$ cat src/rtl/gpk_carry_chain_pkg.sv
// gpk_pkg: shared types and helpers for the GPK carry chain.
//   state_t    - frame tracking state (IDLE: no frame open, BUSY: carry register valid)
//   gpk_bit_t  - one bit's generate/propagate/kill triple
//   gpk_legal  - true when exactly one of g/p/k is set
package gpk_pkg;

    typedef enum logic {
        IDLE = 1'b0,
        BUSY = 1'b1
    } state_t;

    typedef struct packed {
        logic g;
        logic p;
        logic k;
    } gpk_bit_t;

    // XOR of three bits is 1 for one or three set; exclude the all-set case.
    function automatic logic gpk_legal(gpk_bit_t b);
        return (b.g ^ b.p ^ b.k) & ~(b.g & b.p & b.k);
    endfunction

endpackage

$ cat src/rtl/gpk_carry_chain_if.sv
// gpk_carry_chain_if: beat-in / result-out handshake bundle for gpk_carry_chain.
//   in_valid/in_ready        - input beat handshake
//   in_g/in_p/in_k           - per-bit generate/propagate/kill vectors
//   in_first/in_last/cin     - frame delimiters and frame carry-in
//   out_valid/out_ready      - result handshake
//   out_c/out_cout           - carry into each bit, carry out of the beat
//   out_err/out_last         - per-beat error flag, copy of in_last
// master drives beats and consumes results; slave is the carry chain.
interface gpk_carry_chain_if #(
    parameter int unsigned WIDTH = 8
);
    logic             in_valid;
    logic             in_ready;
    logic [WIDTH-1:0] in_g;
    logic [WIDTH-1:0] in_p;
    logic [WIDTH-1:0] in_k;
    logic             in_first;
    logic             in_last;
    logic             cin;
    logic             out_valid;
    logic             out_ready;
    logic [WIDTH-1:0] out_c;
    logic             out_cout;
    logic             out_err;
    logic             out_last;

    modport master (
        output in_valid, in_g, in_p, in_k, in_first, in_last, cin, out_ready,
        input  in_ready, out_valid, out_c, out_cout, out_err, out_last
    );

    modport slave (
        input  in_valid, in_g, in_p, in_k, in_first, in_last, cin, out_ready,
        output in_ready, out_valid, out_c, out_cout, out_err, out_last
    );
endinterface

$ cat src/rtl/gpk_carry_chain_ripple.sv
// gpk_beat_ripple: combinational carry ripple across one WIDTH-bit beat.
//   c0   in   carry into bit 0
//   g/p/k in  per-bit generate/propagate/kill
//   c    out  carry into each bit (c[0] = c0)
//   cout out  carry out of bit WIDTH-1
//   err  out  some bit did not have exactly one of g/p/k set
// Illegally encoded bits are resolved as kill.
module gpk_beat_ripple
    import gpk_pkg::*;
#(
    parameter int unsigned WIDTH = 8
) (
    input  logic             c0,
    input  logic [WIDTH-1:0] g,
    input  logic [WIDTH-1:0] p,
    input  logic [WIDTH-1:0] k,
    output logic [WIDTH-1:0] c,
    output logic             cout,
    output logic             err
);

    always_comb begin
        logic     carry;
        gpk_bit_t b;
        carry = c0;
        err   = 1'b0;
        c     = '0;
        b     = '0;
        for (int unsigned i = 0; i < WIDTH; i++) begin
            c[i] = carry;
            b    = '{g: g[i], p: p[i], k: k[i]};
            if (!gpk_legal(b)) begin
                err   = 1'b1;
                carry = 1'b0;
            end else begin
                // A legal kill bit has g=p=0, so this also yields 0 for kill.
                carry = b.g | (b.p & carry);
            end
        end
        cout = carry;
    end

endmodule

$ cat src/rtl/gpk_carry_chain.sv
// gpk_carry_chain: streaming carry resolver for framed GPK beats.
//   clk  in  clock, all state on rising edge
//   rst  in  asynchronous active-high reset
//   bus  slave modport of gpk_carry_chain_if (beat in, result out)
// Parameters:
//   WIDTH  bits per beat
//   PIPE   1 = registered result (1-cycle latency), 0 = combinational pass-through
// Tracks frame state and the running carry between beats; per-beat error
// covers illegal g/p/k encodings, a first beat while a frame is open, and a
// non-first beat with no frame open.
module gpk_carry_chain
    import gpk_pkg::*;
#(
    parameter int unsigned WIDTH = 8,
    parameter bit          PIPE  = 1'b1
) (
    input  logic                  clk,
    input  logic                  rst,
    gpk_carry_chain_if.slave      bus
);

    state_t           state_q;
    state_t           state_n;
    logic             carry_q;
    logic             carry_n;
    logic             c0;
    logic             proto_err;
    logic             rip_err;
    logic             beat_err;
    logic             beat_cout;
    logic [WIDTH-1:0] beat_c;
    logic             accept;

    always_comb begin
        c0 = 1'b0;
        if (bus.in_first) begin
            c0 = bus.cin;
        end else if (state_q == BUSY) begin
            c0 = carry_q;
        end
    end

    // First beat abandons an open frame; non-first beat has no frame to join.
    assign proto_err = bus.in_first ? (state_q == BUSY) : (state_q == IDLE);
    assign beat_err  = proto_err | rip_err;
    assign accept    = bus.in_valid & bus.in_ready;

    gpk_beat_ripple #(
        .WIDTH(WIDTH)
    ) u_ripple (
        .c0   (c0),
        .g    (bus.in_g),
        .p    (bus.in_p),
        .k    (bus.in_k),
        .c    (beat_c),
        .cout (beat_cout),
        .err  (rip_err)
    );

    always_comb begin
        state_n = state_q;
        carry_n = carry_q;
        if (accept) begin
            if (bus.in_last) begin
                state_n = IDLE;
                carry_n = 1'b0;
            end else begin
                state_n = BUSY;
                carry_n = beat_cout;
            end
        end
    end

    always_ff @(posedge clk or posedge rst) begin
        if (rst) begin
            state_q <= IDLE;
            carry_q <= 1'b0;
        end else begin
            state_q <= state_n;
            carry_q <= carry_n;
        end
    end

    if (PIPE) begin : g_pipe
        logic             valid_q;
        logic [WIDTH-1:0] c_q;
        logic             cout_q;
        logic             err_q;
        logic             last_q;

        // Data registers only load on accept, so they hold while stalled.
        always_ff @(posedge clk or posedge rst) begin
            if (rst) begin
                valid_q <= 1'b0;
                c_q     <= '0;
                cout_q  <= 1'b0;
                err_q   <= 1'b0;
                last_q  <= 1'b0;
            end else if (accept) begin
                valid_q <= 1'b1;
                c_q     <= beat_c;
                cout_q  <= beat_cout;
                err_q   <= beat_err;
                last_q  <= bus.in_last;
            end else if (bus.out_ready) begin
                valid_q <= 1'b0;
            end
        end

        assign bus.in_ready  = ~valid_q | bus.out_ready;
        assign bus.out_valid = valid_q;
        assign bus.out_c     = c_q;
        assign bus.out_cout  = cout_q;
        assign bus.out_err   = err_q;
        assign bus.out_last  = last_q;
    end else begin : g_comb
        assign bus.in_ready  = bus.out_ready;
        assign bus.out_valid = bus.in_valid;
        assign bus.out_c     = beat_c;
        assign bus.out_cout  = beat_cout;
        assign bus.out_err   = beat_err;
        assign bus.out_last  = bus.in_last;
    end

endmodule

$ cat src/flat_wrapper.sv
// flat-port wrapper written by rule: the top's interface ports become plain ports
module gpk_carry_chain_flat import gpk_pkg::*;
#(
    parameter int unsigned WIDTH = 8,
    parameter bit          PIPE  = 1'b1
)
  (clk, rst, bus_in_valid, bus_in_g, bus_in_p, bus_in_k, bus_in_first, bus_in_last, bus_cin, bus_out_ready, bus_in_ready, bus_out_valid, bus_out_c, bus_out_cout, bus_out_err, bus_out_last);
  gpk_carry_chain_if #(.WIDTH(WIDTH)) bus_i ();
  input  logic clk;
  input  logic rst;
  input wire logic [$bits(bus_i.in_valid)-1:0] bus_in_valid;
  input wire logic [$bits(bus_i.in_g)-1:0] bus_in_g;
  input wire logic [$bits(bus_i.in_p)-1:0] bus_in_p;
  input wire logic [$bits(bus_i.in_k)-1:0] bus_in_k;
  input wire logic [$bits(bus_i.in_first)-1:0] bus_in_first;
  input wire logic [$bits(bus_i.in_last)-1:0] bus_in_last;
  input wire logic [$bits(bus_i.cin)-1:0] bus_cin;
  input wire logic [$bits(bus_i.out_ready)-1:0] bus_out_ready;
  output wire logic [$bits(bus_i.in_ready)-1:0] bus_in_ready;
  output wire logic [$bits(bus_i.out_valid)-1:0] bus_out_valid;
  output wire logic [$bits(bus_i.out_c)-1:0] bus_out_c;
  output wire logic [$bits(bus_i.out_cout)-1:0] bus_out_cout;
  output wire logic [$bits(bus_i.out_err)-1:0] bus_out_err;
  output wire logic [$bits(bus_i.out_last)-1:0] bus_out_last;
  assign bus_i.in_valid = bus_in_valid;
  assign bus_i.in_g = bus_in_g;
  assign bus_i.in_p = bus_in_p;
  assign bus_i.in_k = bus_in_k;
  assign bus_i.in_first = bus_in_first;
  assign bus_i.in_last = bus_in_last;
  assign bus_i.cin = bus_cin;
  assign bus_i.out_ready = bus_out_ready;
  assign bus_in_ready = bus_i.in_ready;
  assign bus_out_valid = bus_i.out_valid;
  assign bus_out_c = bus_i.out_c;
  assign bus_out_cout = bus_i.out_cout;
  assign bus_out_err = bus_i.out_err;
  assign bus_out_last = bus_i.out_last;
  gpk_carry_chain #(.WIDTH(WIDTH), .PIPE(PIPE)) u_core (.clk(clk), .rst(rst), .bus(bus_i));
endmodule
$ cat config.mk
export PLATFORM = sky130hd
export DESIGN_NAME = gpk_carry_chain_flat
export DESIGN_NICKNAME = d
export VERILOG_FILES = /design/src/rtl/gpk_carry_chain_pkg.sv /design/src/rtl/gpk_carry_chain_if.sv /design/src/rtl/gpk_carry_chain_ripple.sv /design/src/rtl/gpk_carry_chain.sv /design/src/flat_wrapper.sv
export SDC_FILE = /design/constraint.sdc
export NUM_CORES = 1
export LEC_CHECK = 0
export CORE_MARGIN = 2
export CORE_UTILIZATION = 44
export CTS_BUF_LIST = sky130_fd_sc_hd__clkbuf_2
export DETAILED_ROUTE_END_ITERATION = 6
export PLACE_DENSITY = 0.81
export SYNTH_ARGS = -nofsm -noshare
export SYNTH_HDL_FRONTEND = slang
export SYNTH_SLANG_ARGS = --single-unit
$ cat constraint.sdc
create_clock -name clk -period 1.55 [get_ports clk]
set_input_delay 0.155 -clock clk [delete_from_list [all_inputs] [get_ports clk]]
set_output_delay 0.155 -clock clk [all_outputs]
set_load 0.005 [all_outputs]
==> flow_summary_export.csv <==
group,metric,value,unit
place,dpl_cell_area,1750,um2
sta,fmax,651,MHz
worst_setup_path,crit_fanout,3,
grt,use_met2,54.7,%
outcome,status,"completed",
power,clkPwrFrac,15.8,%
synth,ys_seq_elements,14,
worst_setup_path,cp_data_required_time,1.78,ns
routing,avgViaCountPerCell,5.89,
synth,yosys-top-cells-count,"nand2_1 (15), dfrtp_1 (14), nor2_1 (11), o21ai_0 (9), ha_1 (8)",
grt,grtUsageMet3,5.56,%
worst_setup_path,critPathLaunch,"u_core.state_q",
worst_setup_path,timing.rr.end,"u_core.carry_q",
routing,dr_total_vias,1372,
clock_tree,hold_buffers,0,
power,p_int,0.792,mW
routing,drt-total-wl,4.34,mm
grt,grt_pass1_vias,1402,
worst_setup_path,end_kind,"flop",
power,total_power,1.22,mW
synth,yosysTopAreaCell,"dfrtp_1",
worst_setup_path,cp-start-kind,"flop",
floorplanning,die_x,53.7,um
min_path,hold_path_class,"in -> async",
synth,synthTopCellsByArea,"dfrtp_1 (32%), ha_1 (9.2%), nand2_1 (5.2%)",
grt,grt.busiest_layer,"met2",
sta,finalWorstSetupSlack,0.0138,ns
sta,min_period,1.54,ns
synth,syn_avg_cell_area,8.54,um2
routing,drtAntennaViolNets,0,
place,hpwl,2.61,mm
floorplanning,io_pins,44,
worst_setup_path,cp_top_family,"simple AND/OR/NAND/NOR gates",
power,switchingPower,0.423,mW
layout,diodes,0,
routing,detail_route.iter0.violations,31,
worst_setup_path,critical_path.max_stage_delay,0.38,ns
grt,track_usage,29.0,%
place,port_buffers,43,
synth,yosys.area.top_type_share,32.3,%
synth,synth_cells,127,
layout,drive_above_1_share,39.0,%
floorplanning,coreArea,2280,um2
sta,final-hold-violation-count,0,
floorplanning,rows,17,
power,p_seq_share,35.6,%
layout,layout.nets,246,
synth,synthFlopType,"dfrtp_1",
clock_tree,htree_levels,1,
layout,area_growth,90.4,%
place,gp_congestion,0.826,
sta,maxSlewHeadroom,61.0,%
worst_setup_path,path_cells,"and4b_2, nor4_4, nor4_2, buf_4, o2111ai_4, o211ai_1",
floorplanning,start_util,47.7,%
sta,fin_crit_sh,99.1,%
power,powerDensity,588,nW/um2
routing,post-route-drc-count,0,
clock_tree,clkLatencyLatePin,0.33,ns
worst_setup_path,arrival,1.77,ns
worst_setup_path,timing.rr.start,"u_core.state_q",
synth,yosysWarnings,0,
worst_setup_path,r2r_slack,0.01,ns
grt,antenna_found_initial,0,
grt,met1_usage,32.9,%
power,p_leak,0.932,nW
place,dpl_worst_slack,-0.702,ns
floorplanning,die_height,53.7,um
layout,fin_area,2070,um2
worst_setup_path,cp_num_buf_inv,1,
floorplanning,dieArea,2880,um2
synth,seq_area_frac_synth,32.3,%
routing,drt-pass1-iter-count,4,
clock_tree,cts.sinks,14,
synth,async_reset_ff_share,100,%
clock_tree,root_buffer,"clkbuf_2",
clock_tree,clk_pin_slew,0.16,ns
synth,synth.most_common_cell,"nand2_1",
sta,setup_viol,0,
clock_tree,clk_path_buf_depth,2,
synth,synth_edf_count,0,
sta,holdWs,0.153,ns
routing,wl_per_cell,18.6,um
synth,syn-num-nets,166,
sta,drv_slew,0,
grt,gr-total-overflow,0,
worst_setup_path,reg2reg_depth,6,
synth,ys_types,38,
clock_tree,cts_tree,"built",
power,swShare,34.8,%
sta,rsz0062_at_grt,"true",
worst_setup_path,critPathSlowestCell,"dfrtp_1",
sta,skew,0.0273,ns
power,ir_worst_vdd,0.688,mV
grt,grt_max_degree,15,
clock_tree,cts_buffers,3,
worst_setup_path,worstSetupPathType,"reg -> reg",
synth,syn_area,1080,um2
sta,worst_pin_slew,0.584,ns
grt,grt_pass1_wl,6.07,mm
power,pwr-share-comb,48.6,%
sta,tns,0,ns
flow_run,drv_cap,0,
logic make-up (layout without fill, tap and decap cells):
group                    Yosys count  in the layout  share of synthesized area [%]
buffers and inverters              9             87                           3.11
multiplexers                       2              2                           1.96
XOR/XNOR                           1              1                          0.808
AND/OR/NAND/NOR                   60             60                           32.4
adder cells (fa/ha/maj)            8              8                           9.23
AO/OA/AOI/OAI                     33             33                           20.2
flip-flops                        14             14                           32.3
metal layers:
layer | vias up | wire (um)
met3 | 15 | 284
met2 | 72 | 2110
met4 | 0 | 158
met5 | - | 0
li1 | 630 | -
met1 | 655 | 1780
final cells by class:
class	instances	area, um2
Inverter	7	26.3
Fill cell	97	210
Sequential cell	14	350
Multi-Input combinational cell	104	953
Tap cell	28	35.0
Clock buffer	3	15.0
Timing Repair Buffer	77	686
placed cells by master (no fill, tap or decap), types with 2 or more instances in the layout:
cell type	Yosys	final
nor3b_4	0	4
dlymetal6s2s_1	0	6
and2_1	3	3
dlygate4sd2_1	0	5
ha_4	0	7
or2_2	4	4
o211ai_1	3	3
o21ai_1	1	2
clkdlybuf4s50_1	0	26
nor2_1	11	10
o31ai_1	5	3
nor2b_2	0	5
a31oi_1	2	2
dfrtp_1	14	14
buf_4	0	34
o21ai_0	9	7
nand2_1	15	15
inv_1	7	7
clkbuf_2	0	5
a21oi_1	4	3
clkdlybuf4s15_1	0	3
and4bb_2	2	2
through the flow:
step	utilization, %	instances
3_5_place_dp	77.0	224
5_1_grt	90.8	233
6_report	90.8	233
4_1_cts	86.3	230
3_3_place_gp	77.0	224
2_1_floorplan	-	127
power by group through the flow:
stage | logic (mW) | registers (mW) | clock network [mW]
3_3_place_gp | 0.447 | 0.437 | 0
3_5_place_dp | 0.467 | 0.437 | 0
5_1_grt | 0.631 | 0.437 | 0.200
6_report | 0.590 | 0.433 | 0.192
2_1_floorplan | 0.177 | 0.440 | 0
4_1_cts | 0.530 | 0.431 | 0.177
worst reg2reg max path, cell delays in order, from the launching register on:
cell	delay, ns
dfrtp_1	0.38
and4b_2	0.29
nor4_4	0.05
nor4_2	0.24
buf_4	0.18
o2111ai_4	0.14
o211ai_1	0.19
how the worst max path moves through the flow:
| stage | end | slack [ns] | depth (start not counted) |
|---|---|---|---|
| 2_1_floorplan | u_core.bus.out_c[6] | 0.02 | 6 |
| 3_3_place_gp | u_core.bus.out_c[6] | -0.56 | 7 |
| 3_5_place_dp | u_core.bus.out_c[6] | -0.70 | 7 |
| 4_1_cts | u_core.carry_q | -0.04 | 8 |
| 5_1_grt | u_core.carry_q | -0.09 | 6 |
| 6_report | u_core.carry_q | 0.01 | 6 |
sequential cells by signal, indices dropped and copies added, names as in the netlist:
| register | flops |
|---|---|
| u_core.carry_q | 1 |
| u_core.bus.out_err | 1 |
| u_core.bus.out_valid | 1 |
| u_core.bus.out_last | 1 |
| u_core.bus.out_c | 8 |
| u_core.state_q | 1 |
| u_core.bus.out_cout | 1 |
what timing repair did:
action	4_1_cts	5_1_grt
pin swaps	21	17
buffers inserted	3	4
gates resized for setup	46	22
setup endpoints to repair	9	8
Note: power is estimated with default switching activity, not from simulation.
